## src/rtl/mem_stage.sv

```systemverilog
// mem_stage: memory-access stage between EX and WB.
// Issues loads/stores on the data port and aligns load results.

module mem_stage #(
    parameter int XLEN     = 64,
    parameter int PC_WIDTH = 64,
    parameter int WB_W     = PC_WIDTH + 3*XLEN + 12
) (
    input  logic                   clk,
    input  logic                   rst,
    input  logic                   ex_to_mem_valid,
    output logic                   mem_allow_in,
    input  logic [WB_W+5+XLEN-1:0] ex_to_mem_bus,
    input  logic                   wb_allow_in,
    output logic                   mem_to_wb_valid,
    output logic [WB_W-1:0]        mem_to_wb_bus,
    input  logic                   system_flush,
    output logic                   data_req,
    output logic                   data_wr,
    output logic [7:0]             data_wstrb,
    output logic [XLEN-1:0]        data_addr,
    output logic [XLEN-1:0]        data_wdata,
    input  logic                   data_addr_ok,
    input  logic                   data_data_ok,
    input  logic [XLEN-1:0]        data_rdata
);

    localparam int EX_W = WB_W + 5 + XLEN;
    localparam int LO_W = WB_W - PC_WIDTH - XLEN;

    typedef enum logic [2:0] {
        S_IDLE,
        S_REQ,
        S_WAIT,
        S_DONE,
        S_DRAIN
    } state_t;

    state_t state;
    state_t state_nx;

    logic            mem_valid;
    logic [EX_W-1:0] mem_reg;
    logic [XLEN-1:0] ld_data;

    logic [PC_WIDTH-1:0] pc;
    logic [XLEN-1:0]     alu_result;
    logic [XLEN-1:0]     store_data;
    logic [LO_W-1:0]     wb_lo;
    logic                rd;
    logic                wr;
    logic                uns;
    logic [1:0]          size;
    logic [2:0]          lane;

    logic is_mem;
    logic in_is_mem;
    logic ready_go;
    logic accept;

    logic [XLEN-1:0] raw;
    logic [XLEN-1:0] ld_ext;
    logic [XLEN-1:0] result;
    logic [XLEN-1:0] wdata_rep;
    logic [7:0]      strb_base;

    assign {pc, alu_result, wb_lo, rd, wr, uns, size, store_data} = mem_reg;

    assign lane      = alu_result[2:0];
    assign is_mem    = rd | wr;
    assign in_is_mem = |ex_to_mem_bus[XLEN+3 +: 2];

    assign ready_go        = !is_mem || (state == S_DONE);
    assign mem_to_wb_valid = mem_valid && ready_go;
    assign mem_allow_in    = (state != S_DRAIN) &&
                             (!mem_valid || (ready_go && wb_allow_in));
    assign accept          = mem_allow_in && ex_to_mem_valid && !system_flush;

    always_ff @(posedge clk or negedge rst) begin
        if (!rst) begin
            mem_valid <= 1'b0;
            mem_reg   <= '0;
        end else begin
            if (system_flush) begin
                mem_valid <= 1'b0;
            end else if (mem_allow_in) begin
                mem_valid <= ex_to_mem_valid;
            end
            if (accept) begin
                mem_reg <= ex_to_mem_bus;
            end
        end
    end

    always_ff @(posedge clk or negedge rst) begin
        if (!rst) begin
            state <= S_IDLE;
        end else begin
            state <= state_nx;
        end
    end

    always_ff @(posedge clk or negedge rst) begin
        if (!rst) begin
            ld_data <= '0;
        end else if (state == S_WAIT && data_data_ok) begin
            ld_data <= ld_ext;
        end
    end

    // A request accepted in the flush cycle still owes a response,
    // so it must be drained rather than forgotten.
    always_comb begin
        state_nx = state;
        if (system_flush) begin
            unique case (state)
                S_REQ:   state_nx = data_addr_ok ? S_DRAIN : S_IDLE;
                S_WAIT:  state_nx = data_data_ok ? S_IDLE : S_DRAIN;
                S_DRAIN: state_nx = data_data_ok ? S_IDLE : S_DRAIN;
                default: state_nx = S_IDLE;
            endcase
        end else if (accept) begin
            state_nx = in_is_mem ? S_REQ : S_IDLE;
        end else begin
            unique case (state)
                S_REQ: begin
                    if (data_addr_ok) state_nx = S_WAIT;
                end
                S_WAIT: begin
                    if (data_data_ok) state_nx = S_DONE;
                end
                S_DRAIN: begin
                    if (data_data_ok) state_nx = S_IDLE;
                end
                S_DONE: begin
                    if (mem_allow_in) state_nx = S_IDLE;
                end
                default: state_nx = state;
            endcase
        end
    end

    always_comb begin
        raw    = data_rdata >> {lane, 3'b000};
        ld_ext = raw;
        unique case (size)
            2'd0:    ld_ext = {{(XLEN-8){raw[7] & ~uns}}, raw[7:0]};
            2'd1:    ld_ext = {{(XLEN-16){raw[15] & ~uns}}, raw[15:0]};
            2'd2:    ld_ext = {{(XLEN-32){raw[31] & ~uns}}, raw[31:0]};
            default: ld_ext = raw;
        endcase
    end

    always_comb begin
        strb_base = 8'hff;
        wdata_rep = store_data;
        unique case (size)
            2'd0: begin
                strb_base = 8'h01;
                wdata_rep = {(XLEN/8){store_data[7:0]}};
            end
            2'd1: begin
                strb_base = 8'h03;
                wdata_rep = {(XLEN/16){store_data[15:0]}};
            end
            2'd2: begin
                strb_base = 8'h0f;
                wdata_rep = {(XLEN/32){store_data[31:0]}};
            end
            default: begin
                strb_base = 8'hff;
                wdata_rep = store_data;
            end
        endcase
    end

    assign data_req   = (state == S_REQ);
    assign data_wr    = data_req && wr;
    assign data_wstrb = data_wr ? (strb_base << lane) : 8'h00;
    assign data_addr  = alu_result;
    assign data_wdata = wdata_rep;

    assign result        = rd ? ld_data : alu_result;
    assign mem_to_wb_bus = {pc, result, wb_lo};

endmodule

```

## config.mk

```make
export PLATFORM = sky130hd
export DESIGN_NAME = mem_stage
export DESIGN_NICKNAME = d
export VERILOG_FILES = /design/src/rtl/mem_stage.sv
export SDC_FILE = /design/constraint.sdc
export NUM_CORES = 1
export LEC_CHECK = 0
export ABC_AREA = 1
export CAP_MARGIN = 20
export CORE_AREA = 4 4 312 314
export DETAILED_ROUTE_END_ITERATION = 8
export DIE_AREA = 0 0 316 318
export PLACE_DENSITY_LB_ADDON = 0.1
export SYNTH_ARGS = -nofsm -noshare
export SYNTH_HDL_FRONTEND = slang
export SYNTH_SLANG_ARGS = --single-unit
```

## constraint.sdc

```tcl
create_clock -name clk -period 1.9 [get_ports clk]
set_clock_uncertainty 0.05 [all_clocks]
set_input_delay 0.19 -clock clk [delete_from_list [all_inputs] [get_ports clk]]
set_output_delay 0.19 -clock clk [all_outputs]
set_load 0.01 [all_outputs]
```

==> results by group, run 1 <==
Setup path
  – Crit path kind: flop to primary output
  – CP required: 1.66 ns
  – CP Launch Type: flop
  – Crit path DAT: 2.07 ns
  – Crit-path max FO: 6
  – CP endpoint kind: primary output
  – R2R cell count: 13

STA
  – RSZ-0062 raised after global routing: yes
  – Period minus WS final: 2.31 ns
  – Slew headroom: 65.8%
  – Final setup margin: -0.414 ns
  – Final period utilization: 122%
  – TNS Setup: -85.17 ns
  – Slew @ Worst Pin: 0.513 ns
  – Max Slew Vio Count: 0
  – Final count of negative-setup-slack endpoints: 519
  – Fin. Hold Viols: 0
  – FMAX: 432 MHz

Power and ir drop
  – P per Cell Area: 1690 nW/um2
  – Sw frac: 38.4%
  – Total internal power: 38.2 mW
  – Comb power frac: 57.8%
  – Seq pwr share: 24.9%
  – Clk pwr share: 17.3%
  – Highest ir drop seen on vdd: 685 uV
  – Sw Pwr: 23.8 mW
  – Lkg Pwr: 17.4 nW

Route
  – Routed via count: 18869
  – Drt pass-1 iters: 5
  – DRT antenna net count: 0
  – Residual DRC: 0
  – Post-DR wirelength/cell: 23.7 um
  – Final wirelength: 104 mm
  – Vias per cell: 4.31
  – Initial DRC count: 950

Clocking
  – Max Root-Sink Buffers: 3
  – CTS tree: built
  – Clock-pin transition on the worst setup and hold timing paths: 0.06 ns
  – Htree depth: 2
  – Later-pin clock latency in the skew report: 0.60 ns
  – CTS Buf Count: 53
  – Sink Count: 405
  – CTS root buffer: clkbuf_16

Yosys
  – Synthesis Warnings: 0
  – Synthesized flop and latch total: 405
  – Mean post-synth cell area: 9.84 um2
  – Seq/Total Area, Yosys: 45.5%
  – Number of flops mapped to enable cells by yosys: 0
  – Synthesized Nets: 2672
  – Synth cell types: 32
  – Mapped Area: 22300 um2
  – Synth area leader: dfrtp_1
  – Syn Inst Count: 2264
  – Ys async rst share: 100%
  – Top FF cell, synth: dfrtp_1
  – Yosys top cell area share: 45.5%
  – Largest cells by area after synthesis: dfrtp_1 (45%), mux2_4 (17%), buf_4 (9.5%), nand2_1 (8.8%), inv_1 (2.5%)

Flow run
  – MaxCap Viol Count: 0

Status
  – Failing checks: setup timing
  – Status: finished, violations left

Cells and area
  – Register Area: 10100 um2
  – Final Instance Count excl. Fillers: 4383
  – Final core occ: 38.7%
  – Commonest non-fill, non-tap cell in the layout: clkdlybuf4s50_1
  – Layout cell share with drive strength beyond 1: 34.7%
  – Max FFs per register: 337
  – Layout area overhead: 64.1%
  – Fin nets: 3478
  – Post-route cell area: 36600 um2
  – Commonest non-fill, non-tap cells in the layout: clkdlybuf4s50_1 (675), nand2_1 (423), dfrtp_1 (400)
  – FILL cells: 9261
  – Multi-input gate area: 9920 um2

Place
  – Placed instance count: 4151
  – Port buffer count: 815
  – DP HPWL: 76.5 mm
  – Post-DP Area: 31100 um2
  – Routability cong.: 0.851
  – Pre-CTS WS: -0.265 ns

GRT
  – GRT Residual Overflow: 0
  – GRT Overall Usage: 19.4%
  – Global-route wire length before repair: 144 mm
  – Largest net degree at the start of global routing: 58
  – Initial antenna violation count: 12
  – Vias in the first global route: 20512

Floorplan
  – I/O pin total: 816
  – Total core area: 94600 um2
  – Die X: 316 um
  – Initial Utilization: 23.6%
  – Row count: 113
  – Die height: 318 um
  – Die area: 100000 um2

Worst hold path
  – Min-Delay Path Class: input port to asynchronous set/reset pin
## worst max-delay path, cell delays in order (launching register included)
cell and delay, ns:
dfrtp_2 0.47, inv_6 0.13, nor2_4 0.06, buf_4 0.17
a211oi_2 0.23, buf_4 0.15, nand2_1 0.05, clkdlybuf4s15_2 0.22
## power groups by stage
stage | logic [mW] | registers [mW] | clock network, mW
floorplan | 17.5 | 14.2 | 0
global placement | 30.8 | 15.1 | 0
detailed placement | 30.7 | 15.2 | 0
CTS | 33.5 | 15.3 | 11.1
global route | 38.1 | 15.9 | 11.4
finish | 35.8 | 15.4 | 10.7
## layout make-up
type	count	share of cell area [%]
antenna	10	0.0684
inverter	152	1.64
timing repair inverter	1	0.0205
clock inverter	16	0.719
sequential	405	27.7
tap	1265	4.33
multi-input combinational	1308	27.1
timing repair buffer	1149	34.1
clock buffer	77	4.26
## worst paths after layout
path                              startpoint              to  slack [ns]
min in group clk           ex_to_mem_bus[18]     mem_reg[18]        0.12
min reg2reg                      mem_reg[67]     mem_reg[67]        0.44
max in group asynchronous                rst    mem_reg[112]        0.88
max reg2reg                      mem_reg[68]    mem_reg[191]       -0.27
min                                      rst    mem_reg[178]        0.06
max                              mem_reg[65]  data_wdata[31]       -0.41
## synth_stat cells, drive strengths merged, types with 2 or more instances
master / n
o21ai: 109
o22ai: 5
a31oi: 22
or2: 4
inv: 152
a21oi: 69
clkbuf: 38
nand2: 523
o211ai: 13
mux2: 302
nand3: 93
a211oi: 4
dfrtp: 405
nor2: 122
buf: 362
and2: 3
nor3: 2
nand4: 33
## layer usage
layer / global-route usage [%] / up-vias / share of wire, %
met3: 5.04 / 152 / 6.2
met2: 34.0 / 613 / 50
met1: 22.8 / 9377 / 40
met5: 0 / - / 0.025
li1: - / 8723 / -
met4: 7.15 / 4 / 3.3
## what timing repair did
| item | CTS | global route |
|---|---|---|
| resized for setup | 927 | 301 |
| pin swaps | 43 | 31 |
| setup buffers | 53 | 34 |
| hold buffers | 1 | 0 |
| endpoints found under the setup margin | 442 | 567 |
| cloned | 21 | 30 |
| hold endpoints to repair | 392 | 0 |
## stage by stage
step	hold slack, ns	total power [mW]
finish	0.0617	61.9
global route	0.0565	65.5
CTS	0.00631	59.9
detailed placement	0.0956	45.9
global placement	0.0893	46.0
floorplan	-0.156	31.7
## cell families (layout without fill, tap and decap cells)
group,Yosys count,count (layout),share of synthesized area (%)
buffers and inverters,552,1395,15.4
and+or+nand+nor,781,782,14.3
DFF,405,405,45.5
other,0,10,0
muxes,302,302,19.5
AOI/OAI and AO/OA,224,224,5.40
Note: power is estimated with default switching activity, not from simulation.
==> inputs of run 2 (changes only) <==
PLACE_DENSITY = 0.49   (was unset)
PLACE_DENSITY_LB_ADDON = unset   (was 0.1)
clock period = 2.8 ns   (was 1.9 ns; I/O delays follow)
==> run 2 against run 1 <==
  * The flow now finishes without violations
  * Hold slack improved by 0.12 ns
  * Wire length fell by 12%
  * Critical endpoint is now data_wdata[9]
  * Largest cell class is now flip-flops and latches
  * Combinational power fell by 46%
  * Largest power group unchanged
  * Core utilization fell by 4.8 points
  * Register-to-register slack improved by 0.91 ns
  * Critical path depth rose by 1
  * Sequential power fell by 34%
  * Count of clock-buffer cells in the layout fell by 5
  * Total power fell by 40%
==> results by group, run 2 (synthesized netlist as in run 1, its figures left out) <==
STA
  – WHS: 0.186 ns (+0.124 ns)
  – Fin. Hold Viols: 0 (unchanged)
  – Slew @ Worst Pin: 0.672 ns (+0.159 ns)
  – Final period utilization: 98.3%
  – FMAX: 363 MHz
  – Period minus WS final: 2.75 ns
  – Slew headroom: 55.2% (-11 points)
  – Max Slew Vio Count: 0 (unchanged)
  – RSZ-0062 raised after global routing: yes
  – TNS Setup: 0 ns (+85.17 ns)
  – Final count of negative-setup-slack endpoints: 0 (-100%)

Cells and area
  – Register Area: 10100 um2 (about the same)
  – Commonest non-fill, non-tap cells in the layout: clkdlybuf4s50_1 (775), nand2_1 (515), dfrtp_1 (402)
  – Fin nets: 3226 (-7.2%)
  – Max FFs per register: 337 (unchanged)
  – Layout area overhead: 43.7%
  – Layout cell share with drive strength beyond 1: 18.0% (-17 points)
  – Commonest non-fill, non-tap cell in the layout: clkdlybuf4s50_1
  – FILL cells: 9696 (+4.7%)
  – Multi-input gate area: 8800 um2 (-11%)

Clocking
  – Max Root-Sink Buffers: 3 (unchanged)
  – Htree depth: 2 (unchanged)
  – Clock-pin transition on the worst setup and hold timing paths: 0.06 ns (about the same)
  – CTS tree: built
  – CTS root buffer: clkbuf_16
  – Later-pin clock latency in the skew report: 0.62 ns (+0.02 ns)
  – CTS Buf Count: 52 (-1.9%)
  – Sink Count: 405 (unchanged)

Setup path
  – Slowest stage delay, CP: 0.58 ns (+0.11 ns)
  – RR Endpoint: ld_data[34]
  – CP endpoint kind: primary output
  – Start point of the critical path: mem_reg[65]
  – Worst R2R Start: mem_reg[65]
  – Crit-path max FO: 18 (+12)
  – Crit path DAT: 2.42 ns (+0.35 ns)
  – Register-to-register setup slack: 0.64 ns (+0.91 ns)
  – R2R cell count: 11 (-2)
  – CP required: 2.47 ns (+0.81 ns)
  – Crit-path cells: buf_12 -> nand2_1 -> clkinv_4 -> nor2_1 -> buf_4 -> a21oi_2 -> o21ai_0 -> clkdlybuf4s50_1
  – Crit path max-delay cell type: clkdlybuf4s50_1
  – CP Launch Type: flop
  – Crit path kind: flop to primary output

GRT
  – Largest net degree at the start of global routing: 75 (+29%)
  – Vias in the first global route: 18025 (-12%)
  – GRT Overall Usage: 17.6% (-1.8 points)
  – Global-route wire length before repair: 131 mm (-9.6%)
  – GRT Residual Overflow: 0 (unchanged)
  – Initial antenna violation count: 25 (+13)

Route
  – Residual DRC: 0 (unchanged)
  – Routed via count: 17467 (-7.4%)
  – Post-DR wirelength/cell: 22.2 um (-6.7%)
  – Drt pass-1 iters: 5 (unchanged)
  – Initial DRC count: 1310 (+38%)
  – Final wirelength: 91.8 mm (-12%)
  – Vias per cell: 4.22 (-2.0%)
  – DRT antenna net count: 0 (unchanged)

Worst hold path
  – Hold path start: ex_to_mem_bus[7]
  – Hold depth: 3
  – Min-Delay Path Class: input port to flop
  – Worst Hold Endpoint: mem_reg[7]

Floorplan
  – Row count: 113 (unchanged)
  – I/O pin total: 816 (unchanged)
  – Die area: 100000 um2 (unchanged)
  – Initial Utilization: 23.6% (unchanged)
  – Die height: 318 um (unchanged)
  – Total core area: 94600 um2 (unchanged)
  – Die X: 316 um (unchanged)

Place
  – Routability cong.: 0.866 (+1.8%)
  – DP HPWL: 71.4 mm (-6.7%)
  – Port buffer count: 815 (unchanged)

Power and ir drop
  – Lkg Pwr: 15.1 nW (-13%)
  – Sw Pwr: 14.0 mW (-41%)
  – Sw frac: 38.0% (-0.34 points)
  – Comb power frac: 52.7% (-5.1 points)
  – Total internal power: 22.9 mW (-40%)
  – P per Cell Area: 1150 nW/um2 (-32%)
  – Seq pwr share: 27.8% (+2.9 points)
  – Highest ir drop seen on vdd: 524 uV (-24%)
  – Clk pwr share: 19.5% (+2.2 points)

Flow run
  – MaxCap Viol Count: 0 (unchanged)

Status
  – Status: finished clean
run 2: cell count changes in the layout (fill, tap and decap cells not counted), moves of 27 or more:
cell	before	now
nor2_1	83	112
buf_6	106	1
mux2_4	277	250
buf_12	54	16
buf_2	64	0
o21ai_0	44	105
nand2_2	68	7
nand2_4	28	0
o21ai_2	27	0
clkdlybuf4s50_1	675	775
nand2_1	423	515
buf_4	158	66
run 2: critical path, delay by kind of cell, from the launching register on:
family,cells,cell delay [ns]
DFF,1,0.41
buffers and inverters,4,1.01
AOI/OAI and AO/OA,2,0.14
and+or+nand+nor,2,0.24
run 2: area by class of cell:
class                   instances  share of cell area [%]
flip-flops and latches        405                    31.7
repair buffers                899                    28.2
multi-input cells            1307                    27.5
well taps                    1265                    4.94
clock buffers                  72                    4.77
inverters                     152                    1.84
clock inverters                24                   0.934
diodes                         17                   0.133
repair inverters                1                  0.0195
run 2: routing by layer:
| layer | global-route usage (%) | vias to the layer above | wire length, um |
|---|---|---|---|
| li1 | - | 8216 | - |
| met3 | 4.64 | 108 | 6950 |
| met5 | 0 | - | 36 |
| met2 | 29.9 | 643 | 45300 |
| met1 | 21.8 | 8494 | 37400 |
| met4 | 5.42 | 6 | 1980 |
run 2: worst max-delay path by stage:
stage               cells past startpoint        endpoint  slack, ns
floorplan                               5   data_wstrb[2]       1.01
global placement                        9  data_wdata[45]       0.40
detailed placement                      6  data_wdata[27]       0.40
CTS                                     9   data_wstrb[6]      -0.15
global route                            6  data_wdata[36]      -0.06
finish                                  8   data_wdata[9]       0.05
run 2: power groups by stage:
stage,logic (mW),clock network [mW],registers [mW]
after floorplan,11.9,0,9.61
after global placement,19.5,0,10.3
after detailed placement,19.6,0,10.3
after CTS,19.7,7.44,10.2
after global routing,20.9,7.67,10.6
final,19.5,7.19,10.2
run 2: timing repair:
action	CTS	global route
endpoints found under the hold margin	60	0
hold buffers	1	0
pin swaps	0	1
setup endpoints to repair	81	36
setup buffers	6	3
gates cloned	1	1
gates resized for setup	43	35
run 2: per-stage QoR:
step	std cells	cell area [um2]	util (%)	power (mW)	setup slack, ns
floorplan	2264	22300	-	21.5	1.01
global placement	4017	29900	31.6	29.8	0.396
detailed placement	4017	29900	31.6	29.8	0.400
CTS	4121	31800	33.7	37.4	-0.153
global route	4138	32000	33.8	39.2	-0.0596
finish	4142	32000	33.9	36.9	0.0465
